--- src/rtl/mem_arb_pkg.sv ---
// Shared types for the I/D memory bus arbiter: FSM states, owner encoding,
// latched request record and transfer-size codes.
package mem_arb_pkg;

    localparam int ADDR_W = 32;
    localparam int DATA_W = 32;

    localparam logic [1:0] SZ_BYTE = 2'd0;
    localparam logic [1:0] SZ_HALF = 2'd1;
    localparam logic [1:0] SZ_WORD = 2'd2;

    typedef enum logic [1:0] {IDLE, ADDR, DATA} arb_state_t;
    typedef enum logic {OWN_I, OWN_D} owner_t;

    typedef struct packed {
        logic              wr;
        logic [1:0]        size;
        logic [ADDR_W-1:0] addr;
        logic [DATA_W-1:0] wdata;
    } mem_req_t;

endpackage

--- src/rtl/mem_bus_arbiter_pick.sv ---
// Combinational winner select between fetch and memory stage requests.
// MEM_ARB_RR_EN selects round-robin ties; otherwise fixed priority by D_PRIORITY.
import mem_arb_pkg::*;

module arb_pick #(
    parameter bit D_PRIORITY = 1'b1
) (
    input  logic i_req,
    input  logic d_req,
    input  logic last_owner,
    output logic grant_vld,
    output logic grant_d
);
    logic tie_d;

`ifdef MEM_ARB_RR_EN
    // The side that completed last yields the next tie.
    assign tie_d = (last_owner == logic'(OWN_I));
    logic unused_prio;
    assign unused_prio = D_PRIORITY;
`else
    assign tie_d = D_PRIORITY;
    logic unused_last;
    assign unused_last = last_owner;
`endif

    assign grant_vld = i_req | d_req;
    assign grant_d   = d_req & (~i_req | tie_d);

endmodule

--- src/rtl/mem_bus_arbiter.sv ---
// Shares one SRAM-like bus between fetch (I) and memory (D) stages, one
// outstanding transaction at a time. Optional MEM_ARB_RR_EN: round-robin ties.
import mem_arb_pkg::*;

module mem_bus_arbiter #(
    parameter int AW         = ADDR_W,
    parameter int DW         = DATA_W,
    parameter bit D_PRIORITY = 1'b1
) (
    input  logic          clk,
    input  logic          resetn,
    input  logic          i_req,
    input  logic [AW-1:0] i_addr,
    output logic          i_addr_ok,
    output logic          i_data_ok,
    output logic [DW-1:0] i_rdata,
    input  logic          d_req,
    input  logic          d_wr,
    input  logic [1:0]    d_size,
    input  logic [AW-1:0] d_addr,
    input  logic [DW-1:0] d_wdata,
    output logic          d_addr_ok,
    output logic          d_data_ok,
    output logic [DW-1:0] d_rdata,
    output logic          bus_req,
    output logic          bus_wr,
    output logic [1:0]    bus_size,
    output logic [AW-1:0] bus_addr,
    output logic [DW-1:0] bus_wdata,
    input  logic          bus_addr_ok,
    input  logic          bus_data_ok,
    input  logic [DW-1:0] bus_rdata
);
    arb_state_t state_q, state_d;
    owner_t     owner_q, owner_d;
    owner_t     last_q, last_d;
    mem_req_t   req_q, req_d;
    logic       bus_req_q, bus_req_d;
    logic       grant_vld, grant_d;
    logic       addr_hs, data_hs;

    arb_pick #(.D_PRIORITY(D_PRIORITY)) u_pick (
        .i_req      (i_req),
        .d_req      (d_req),
        .last_owner (last_q),
        .grant_vld  (grant_vld),
        .grant_d    (grant_d)
    );

    always_comb begin
        state_d   = state_q;
        owner_d   = owner_q;
        last_d    = last_q;
        req_d     = req_q;
        bus_req_d = bus_req_q;
        case (state_q)
            IDLE: if (grant_vld) begin
                state_d   = ADDR;
                bus_req_d = 1'b1;
                if (grant_d) begin
                    owner_d = OWN_D;
                    req_d   = '{wr: d_wr, size: d_size, addr: d_addr, wdata: d_wdata};
                end else begin
                    owner_d = OWN_I;
                    req_d   = '{wr: 1'b0, size: SZ_WORD, addr: i_addr, wdata: '0};
                end
            end
            ADDR: if (bus_addr_ok) begin
                state_d   = DATA;
                bus_req_d = 1'b0;
            end
            DATA: if (bus_data_ok) begin
                state_d = IDLE;
                last_d  = owner_q;
            end
            default: begin
                state_d   = IDLE;
                bus_req_d = 1'b0;
            end
        endcase
    end

    always_ff @(posedge clk) begin
        if (!resetn) begin
            state_q   <= IDLE;
            owner_q   <= OWN_I;
            last_q    <= OWN_I;
            req_q     <= '0;
            bus_req_q <= 1'b0;
        end else begin
            state_q   <= state_d;
            owner_q   <= owner_d;
            last_q    <= last_d;
            req_q     <= req_d;
            bus_req_q <= bus_req_d;
        end
    end

    // Handshakes are only honoured in their own phase; strays are dropped.
    assign addr_hs = (state_q == ADDR) & bus_addr_ok;
    assign data_hs = (state_q == DATA) & bus_data_ok;

    assign i_addr_ok = addr_hs & (owner_q == OWN_I);
    assign d_addr_ok = addr_hs & (owner_q == OWN_D);
    assign i_data_ok = data_hs & (owner_q == OWN_I);
    assign d_data_ok = data_hs & (owner_q == OWN_D);
    assign i_rdata   = i_data_ok ? bus_rdata : '0;
    assign d_rdata   = d_data_ok ? bus_rdata : '0;

    assign bus_req   = bus_req_q;
    assign bus_wr    = req_q.wr;
    assign bus_size  = req_q.size;
    assign bus_addr  = req_q.addr;
    assign bus_wdata = req_q.wdata;

endmodule

--- config.mk ---
export PLATFORM = sky130hd
export DESIGN_NAME = mem_bus_arbiter
export DESIGN_NICKNAME = d
export VERILOG_FILES = /design/src/rtl/mem_arb_pkg.sv /design/src/rtl/mem_bus_arbiter_pick.sv /design/src/rtl/mem_bus_arbiter.sv
export SDC_FILE = /design/constraint.sdc
export NUM_CORES = 1
export LEC_CHECK = 0
export BUFFER_PORTS_ARGS = -buffer_cell sky130_fd_sc_hd__buf_4
export CORE_MARGIN = 5
export CORE_UTILIZATION = 25
export DETAILED_ROUTE_END_ITERATION = 16
export PLACE_DENSITY = 0.54
export SLEW_MARGIN = 5
export SYNTH_ARGS = -nofsm -noshare
export SYNTH_HDL_FRONTEND = slang
export SYNTH_SLANG_ARGS = --single-unit
export TNS_END_PERCENT = 100
--- constraint.sdc ---
create_clock -name clk -period 1.15 [get_ports clk]
set_input_delay 0.0575 -clock clk [delete_from_list [all_inputs] [get_ports clk]]
set_output_delay 0.0575 -clock clk [all_outputs]
set_load 0.01 [all_outputs]
-- After elaboration in Yosys (flattened, before gate mapping)
Index checks and enable logic that the tools add are counted.
- bits of input ports: 137
- logic and storage cells: 36
- register bits after elaboration: 71
- reduce and logical (&&, ||, !) cells: 4
- muxes and demuxes: 11
- equal/unequal tests: 5
- bitwise operators: 9
- operator list (kind ; number):
    67-bit two-way mux ; 1
    32-bit two-way mux ; 2
    1-bit AND ; 6
    2-bit two-way mux ; 3
    2-bit inequality test, second input constant ; 3
    2-bit one-hot mux with 3 select lines ; 1
    3-bit AND reduction ; 2
    1-bit two-way mux ; 3
    1-bit one-hot mux with 3 select lines ; 1
    2-bit by 1-bit == test with 1-bit output, second input constant ; 1
    2-bit == test, second input constant ; 1
    2-bit zero test ; 1
    1-bit inverter ; 2
    2-bit AND reduction ; 1
    1-bit bitwise OR ; 1

-- Logic depth before layout (Yosys ltp)
Gate-level depths: netlist of the first run.
- word-level depth: 4
- mapped depth: 6

-- By module
A second synthesis of the first run with hierarchy kept.
- cell total of the unflattened synthesis: 368
- area total of the unflattened synthesis: 3389.5 sq um
- by module, submodules not included (module ; sequential area each (sq um) ; cells each ; times used ; area each (sq um)):
    mem_bus_arbiter ; 1441.4 ; 366 ; 1 ; 3375.7
    arb_pick ; 0.0 ; 2 ; 1 ; 13.8

-- Worst setup path before layout of the first run
Ideal clock, no wire load.
- path kind: register -> register
- start point: reg state_q[1]
- end point: reg req_q (netlist bit bus_wdata[10])
- setup slack: -0.109 ns
- stages on the path, launching flop included: 7
- clock period less this slack: 1.259 ns
- data arrival time: 1.138 ns
- required time: 1.028 ns
- buffers on the path: 3
- path through: dfxtp_1 > buf_6 > or2_1 > buf_6 > clkbuf_2 > o21ai_0 > a21boi_1
- word-level cells in the longest chain between the ends: 2
- ends and longest elaborated chain (what ; RTL line ; RTL):
    start, declared ; mem_bus_arbiter.sv:34 ; arb_state_t state_q, state_d;
    start signal, assigned ; mem_bus_arbiter.sv:91 ; state_q <= state_d;
    2-bit zero test ; mem_bus_arbiter.sv:56 ; case (state_q)
    2-bit AND reduction (no source line) ; - ;
    end signal, assigned ; mem_bus_arbiter.sv:94 ; req_q <= req_d;
    end, declared ; mem_bus_arbiter.sv:37 ; mem_req_t req_q, req_d;
No other way between the ends.
A chain may end at the register's enable or synchronous reset.

-- Worst setup path after layout of the first run
- start point: reg state_q[1]
- end point: out i_rdata[2]
- word-level cells in the longest chain between the ends: 4
- ends and longest elaborated chain (what ; RTL line ; RTL):
    2-bit == test ; - ;
    1-bit AND ; mem_bus_arbiter.sv:101 ; assign data_hs = (state_q == DATA) & bus_data_ok;
    1-bit AND ; mem_bus_arbiter.sv:105 ; assign i_data_ok = data_hs & (owner_q == OWN_I);
    32-bit two-way mux ; mem_bus_arbiter.sv:107 ; assign i_rdata = i_data_ok ? bus_rdata : '0;
    end, declared ; mem_bus_arbiter.sv:16 ; output logic [DW-1:0] i_rdata,
No other way between the ends.

==> reports/metrics.cfg, run 1 <==
[sta]
period_share=1.39
timing.slew.headroom=0.744
tightestPinTransition_ps=384
layout_setup_ws_ps=-448
finalClockSkew_ps=5.81
max_freq_ghz=0.626
hold_viol=0
setup_viol=138
slew_viol_final=0
rsz0062_at_grt=yes
period_minus_slack_ps=1600

[power]
power_frac_seq=0.345
power_density_nw_per_um2=1090
switching_share=0.282
clock_power_share=0.339
power.internal_uw=5910
total_power_uw=8240
p_comb_frac=0.316
vdd_drop_max_uv=645
netSwitchingPower_uw=2330
p_leak_uw=0.00381

[placement]
dp.final_hpwl_mm=10.8
placed_cell_area_sq_um=5910
io_buffers=272
place_inst=831
gp_congestion=0.849
place_ws_ps=-158

[critical_path]
worstPathMaxFanout=8
crit_type=reg2out
rr_endpoint=bus_addr[1]$_SDFFE_PN0P_
reg2reg_slack_ps=-410
cp_data_required_time_ps=1090
slowest_stage=dfxtp_2
worst_path_most_repeated_cell=buf_6
arrival_ps=1540
reg2reg_from=state_q[0]$_SDFFE_PN0P_
cpPeakStageDelay_ps=320
endpoint_kind=output port
path_cells=buf_6, and4bb_4, buf_12, clkbuf_16, and2_1, buf_6
r2r_cells=8
crit_path_start_kind=flop

[yosys]
syn-num-nets=533
syn-cell-area_sq_um=3580
synth_cell_type_count=27
ys_top_cells_by_area=dfxtp_1, and2_1, mux2i_1, o211a_1, a21boi_1
synth.avg_cell_area_sq_um=9.03
ys_ff_latch=71
yosys_warnings=0
yosysSeqAreaShare=0.397
yosysTopAreaCell=dfxtp_1
syn_inst=396
synth_top_area_frac=0.397

[outcome]
outcome=finished with violations
violations=negative setup slack

[clock_tree]
clock-sinks=71
cts_buffer_depth=2
cts-buffers-inserted=9
cts_tree=built
cts_htree_levels=3
clock_latency_ps=330
path_clk_slew_ps=60
root_buffer=clkbuf_16

[routing]
ant_nets=0
wirelength_mm=16.4
drtPass1Iterations=4
drc=0
avgViaCountPerCell=4.61
drt_iter0_drc=135
vias=4217
routedWlPerCell_um=17.9

[grt]
grt_overflow=0
met1_usage=0.198
antenna_found_initial=0
met3_usage=0.0536
grt_pass1_wl_mm=23.4
grt_use_met2=0.325
grt_pass1_vias=4394
top_usage_layer=met2
grt_max_degree=34
grt_usage=0.179

[floorplanning]
die_w_um=130
die-area_sq_um=16800
core_sq_um=13900
initial_utilization=0.257
num_io_pins=273
die_h_um=130
rows=43

[cells_and_area]
layout-drive-gt1-share=0.569
fin_util=0.544
fin_area_sq_um=7580
nets=866
syn_to_final_growth_pct=112
n_antenna_cell=0
layoutNonFillerInstCount=914

[hold_path]
hold_path_depth=3
holdCritPathClass=in2reg
hold_end=state_q[1]$_SDFFE_PN0P_
min_from=bus_data_ok

[job]
drv_cap=0

==> per-layer routing <==
metal	wire length, um	share of wire
met1	6050	0.37
met2	8550	0.52
met3	1480	0.090
met4	324	0.020
met5	0	0
==> layout by cell type, fill, tap and decap left out, drive strengths merged, types with 2 or more instances in the layout <==
master,netlist,layout
o21ai,36,36
a21boi,35,35
buf,21,323
clkinv,0,3
nor2,4,4
mux2i,32,32
nand2,36,36
dfxtp,71,71
o211a,32,32
or2,2,2
dlygate4sd3,0,35
nor3b,3,3
and2,65,65
nand3,32,32
o21a,2,2
clkbuf,19,14
==> kinds of logic (layout without fill, tap and decap cells) <==
group | count (synthesis) | count (layout) | synth area share
and+or+nand+nor | 146 | 146 | 0.230
muxes | 32 | 32 | 0.0896
DFF | 71 | 71 | 0.397
AOI/OAI and AO/OA | 107 | 107 | 0.223
buffers and inverters | 40 | 378 | 0.0605
==> state kept, by name (all words and copies together) (netlist names) <==
register	cells
bus_addr	32
bus_wdata	32
bus_size	2
state_q	2
bus_req	1
bus_wr	1
owner_q	1
==> stage by stage <==
stage / setup TNS [ps] / hold slack (ps)
6_report: -48770 / 77.6
5_1_grt: -55380 / 88.8
4_1_cts: -55010 / 53.5
3_5_place_dp: -12740 / 320
3_3_place_gp: -10910 / 317
2_1_floorplan: -3790 / 197
==> power by group through the flow <==
stage               combinational, uW  clock, uW  sequential [uW]
floorplan                         750          0             2950
global placement                 1800          0             2870
detailed placement               1820          0             2880
CTS                              2680       2870             2840
global route                     2790       2990             2860
finish                           2610       2790             2840
==> cell usage after synthesis <==
master    count
nor3b_4       1
o21a_1        2
nor2b_1       1
o211a_1      32
dfxtp_1      71
nor2_8        1
nor3_1        1
buf_2        14
o21ai_0      36
and2_1       65
clkbuf_2      3
a22oi_1       1
a21boi_1     30
mux2i_1      32
buf_6         5
clkbuf_1     16
a21boi_0      5
and4b_1       1
nor2_4        1
buf_4         2
or2_1         2
nand2_1      36
and4bb_2      1
nand3_1      32
o221a_2       1
nor3b_1       2
nor2_1        2
==> layout make-up <==
type	instances	area (sq um)
Fill cell	1213	6350
Timing Repair Buffer	362	3410
Multi-Input combinational cell	285	2230
Sequential cell	71	1430
Clock buffer	10	229
Tap cell	180	225
Clock inverter	6	68.8
==> how the worst max path moves through the flow <==
stage / end / slack (ps) / from
after floorplan: bus_addr[0]$_SDFFE_PN0P_ / -70 / state_q[0]$_SDFFE_PN0P_
after global placement: bus_wdata[0]$_SDFFE_PN0P_ / -160 / state_q[0]$_SDFFE_PN0P_
after detailed placement: bus_size[0]$_SDFFE_PN0P_ / -160 / state_q[0]$_SDFFE_PN0P_
after CTS: i_rdata[7] / -480 / state_q[0]$_SDFFE_PN0P_
after global routing: i_rdata[10] / -500 / state_q[1]$_SDFFE_PN0P_
final: i_rdata[2] / -450 / state_q[1]$_SDFFE_PN0P_
==> repair_timing <==
action | CTS | global route
hold endpoints to repair | 35 | 0
gates cloned | 15 | 4
gates resized for setup | 115 | 54
setup buffers | 21 | 4
endpoints found under the setup margin | 137 | 139
pin swaps | 29 | 43
hold buffers | 35 | 0
==> critical path, delay by kind of cell, from the launching register on <==
family | cells | cell delay, ps
flip-flops | 1 | 320
AND/OR/NAND/NOR | 2 | 360
buffers and inverters | 4 | 520
(Power assumes the default switching activity.)
==> inputs of run 2 (changes only) <==
Settings changed: HOLD_SLACK_MARGIN set to 0.1.
==> reports/metrics.cfg, run 2 (synthesized netlist as in run 1, its figures left out) <==
[critical_path]
worst_path_most_repeated_cell=buf_6
arrival_ps=1540
critPathTopFamily=buffers and inverters
crit_path_start_kind=flop
path_cells=buf_6, and4bb_4, buf_12, clkbuf_16, and2_1, buf_6
rr_endpoint=bus_addr[1]$_SDFFE_PN0P_
critPathBufInv=4
slowest_stage=dfxtp_2
cpPeakStageDelay_ps=330
crit_type=reg2out
reg2reg_from=state_q[0]$_SDFFE_PN0P_
reg2reg_slack_ps=-420
endpoint_kind=output port
r2r_cells=8
cp_data_required_time_ps=1090
crit_cells=6
worstPathMaxFanout=8

[floorplanning]
core_sq_um=13900
rows=43
die_h_um=130
initial_utilization=0.257
die_w_um=130
die-area_sq_um=16800
num_io_pins=273

[outcome]
violations=negative setup slack
outcome=finished with violations

[grt]
grt_max_degree=34
grt_pass1_vias=4654
grt_overflow=0
grt_pass1_wl_mm=24.5
antenna_found_initial=0
grt_usage=0.187

[job]
drv_cap=0

[cells_and_area]
final_common_cell=buf_4
mostFrequentLayoutCells=buf_4, dlygate4sd3_1, dfxtp_1
seq_area_sq_um=1430
multi_input_area_sq_um=2230
fillers=1155
nets=913
syn_to_final_growth_pct=125
layout-drive-gt1-share=0.535
fin_area_sq_um=8060
n_antenna_cell=0
fin_util=0.578

[power]
total_power_uw=8390
power_density_nw_per_um2=1040
p_leak_uw=0.00401
vdd_drop_max_uv=682

[clock_tree]
root_buffer=clkbuf_16
cts_htree_levels=3
cts-buffers-inserted=9
path_clk_slew_ps=60
cts_tree=built
clock-sinks=71
clock_latency_ps=330
cts_buffer_depth=2

[sta]
period_minus_slack_ps=1600
timing.slew.headroom=0.748
period_share=1.39
tns_ps=-49420
max_freq_ghz=0.624
hold_viol=0
slew_viol_final=0
layout_setup_ws_ps=-452
setup_viol=138
tightestPinTransition_ps=378
rsz0062_at_grt=yes
finalClockSkew_ps=4.98
whs_ps=92.9

[placement]
gp_congestion=0.849
io_buffers=272
dp.final_hpwl_mm=10.8
placed_cell_area_sq_um=5910

[hold_path]
hold_end=owner_q$_SDFFE_PN0P_
hold_path_depth=4
min_from=i_req
holdCritPathClass=in2reg

[routing]
drc=0
avgViaCountPerCell=4.62
ant_nets=0
vias=4440
wirelength_mm=17.0
drtPass1Iterations=4
drt_iter0_drc=159
routedWlPerCell_um=17.7

## run 2: worst max path at each step
stage	start	slack (ps)	endpoint
final	state_q[1]$_SDFFE_PN0P_	-450	i_rdata[2]
after global routing	state_q[1]$_SDFFE_PN0P_	-500	i_rdata[10]
after CTS	state_q[0]$_SDFFE_PN0P_	-480	i_rdata[7]
after detailed placement	state_q[0]$_SDFFE_PN0P_	-160	bus_size[0]$_SDFFE_PN0P_
after global placement	state_q[0]$_SDFFE_PN0P_	-160	bus_wdata[0]$_SDFFE_PN0P_
after floorplan	state_q[0]$_SDFFE_PN0P_	-70	bus_addr[0]$_SDFFE_PN0P_
## run 2: layout make-up
| type | count | share of cell area |
|---|---|---|
| clock buffers | 10 | 0.0284 |
| clock inverters | 6 | 0.00854 |
| multi-input cells | 285 | 0.276 |
| flip-flops and latches | 71 | 0.177 |
| well taps | 180 | 0.0279 |
| repair buffers | 409 | 0.482 |
## run 2: repair_timing
item                                    CTS  global route
pin swaps                                29            43
gates cloned                             15             4
hold buffers                             82             0
endpoints found under the setup margin  137           139
hold endpoints to repair                 61             0
setup buffers                            21             4
gates resized for setup                 115            55
## run 2: where the power goes
group / total, uW / internal [uW] / switching (uW)
Sequential: 2840 / 2690 / 150
Clock: 2800 / 1690 / 1110
Combinational: 2750 / 1640 / 1110
Total: 8390 / 6020 / 2370
## run 2: metal layers
metal	wire length, um	part of all wire	global-route usage
met4	343	0.020	0.0630
met5	0	0	0
met3	1530	0.090	0.0561
met2	8960	0.53	0.347
met1	6210	0.36	0.200
## run 2: worst register-to-register path: cells and delay by family (launching register included)
kind            cells  cell delay (ps)
buf+inv             5              610
flops               1              340
compound gates      1              160
simple gates        2              400
## run 2: through the flow
step                std cells  setup WS [ps]
floorplan                 396          -65.2
global route              961           -500
detailed placement        831           -158
finish                    961           -452
global placement          831           -159
CTS                       964           -483
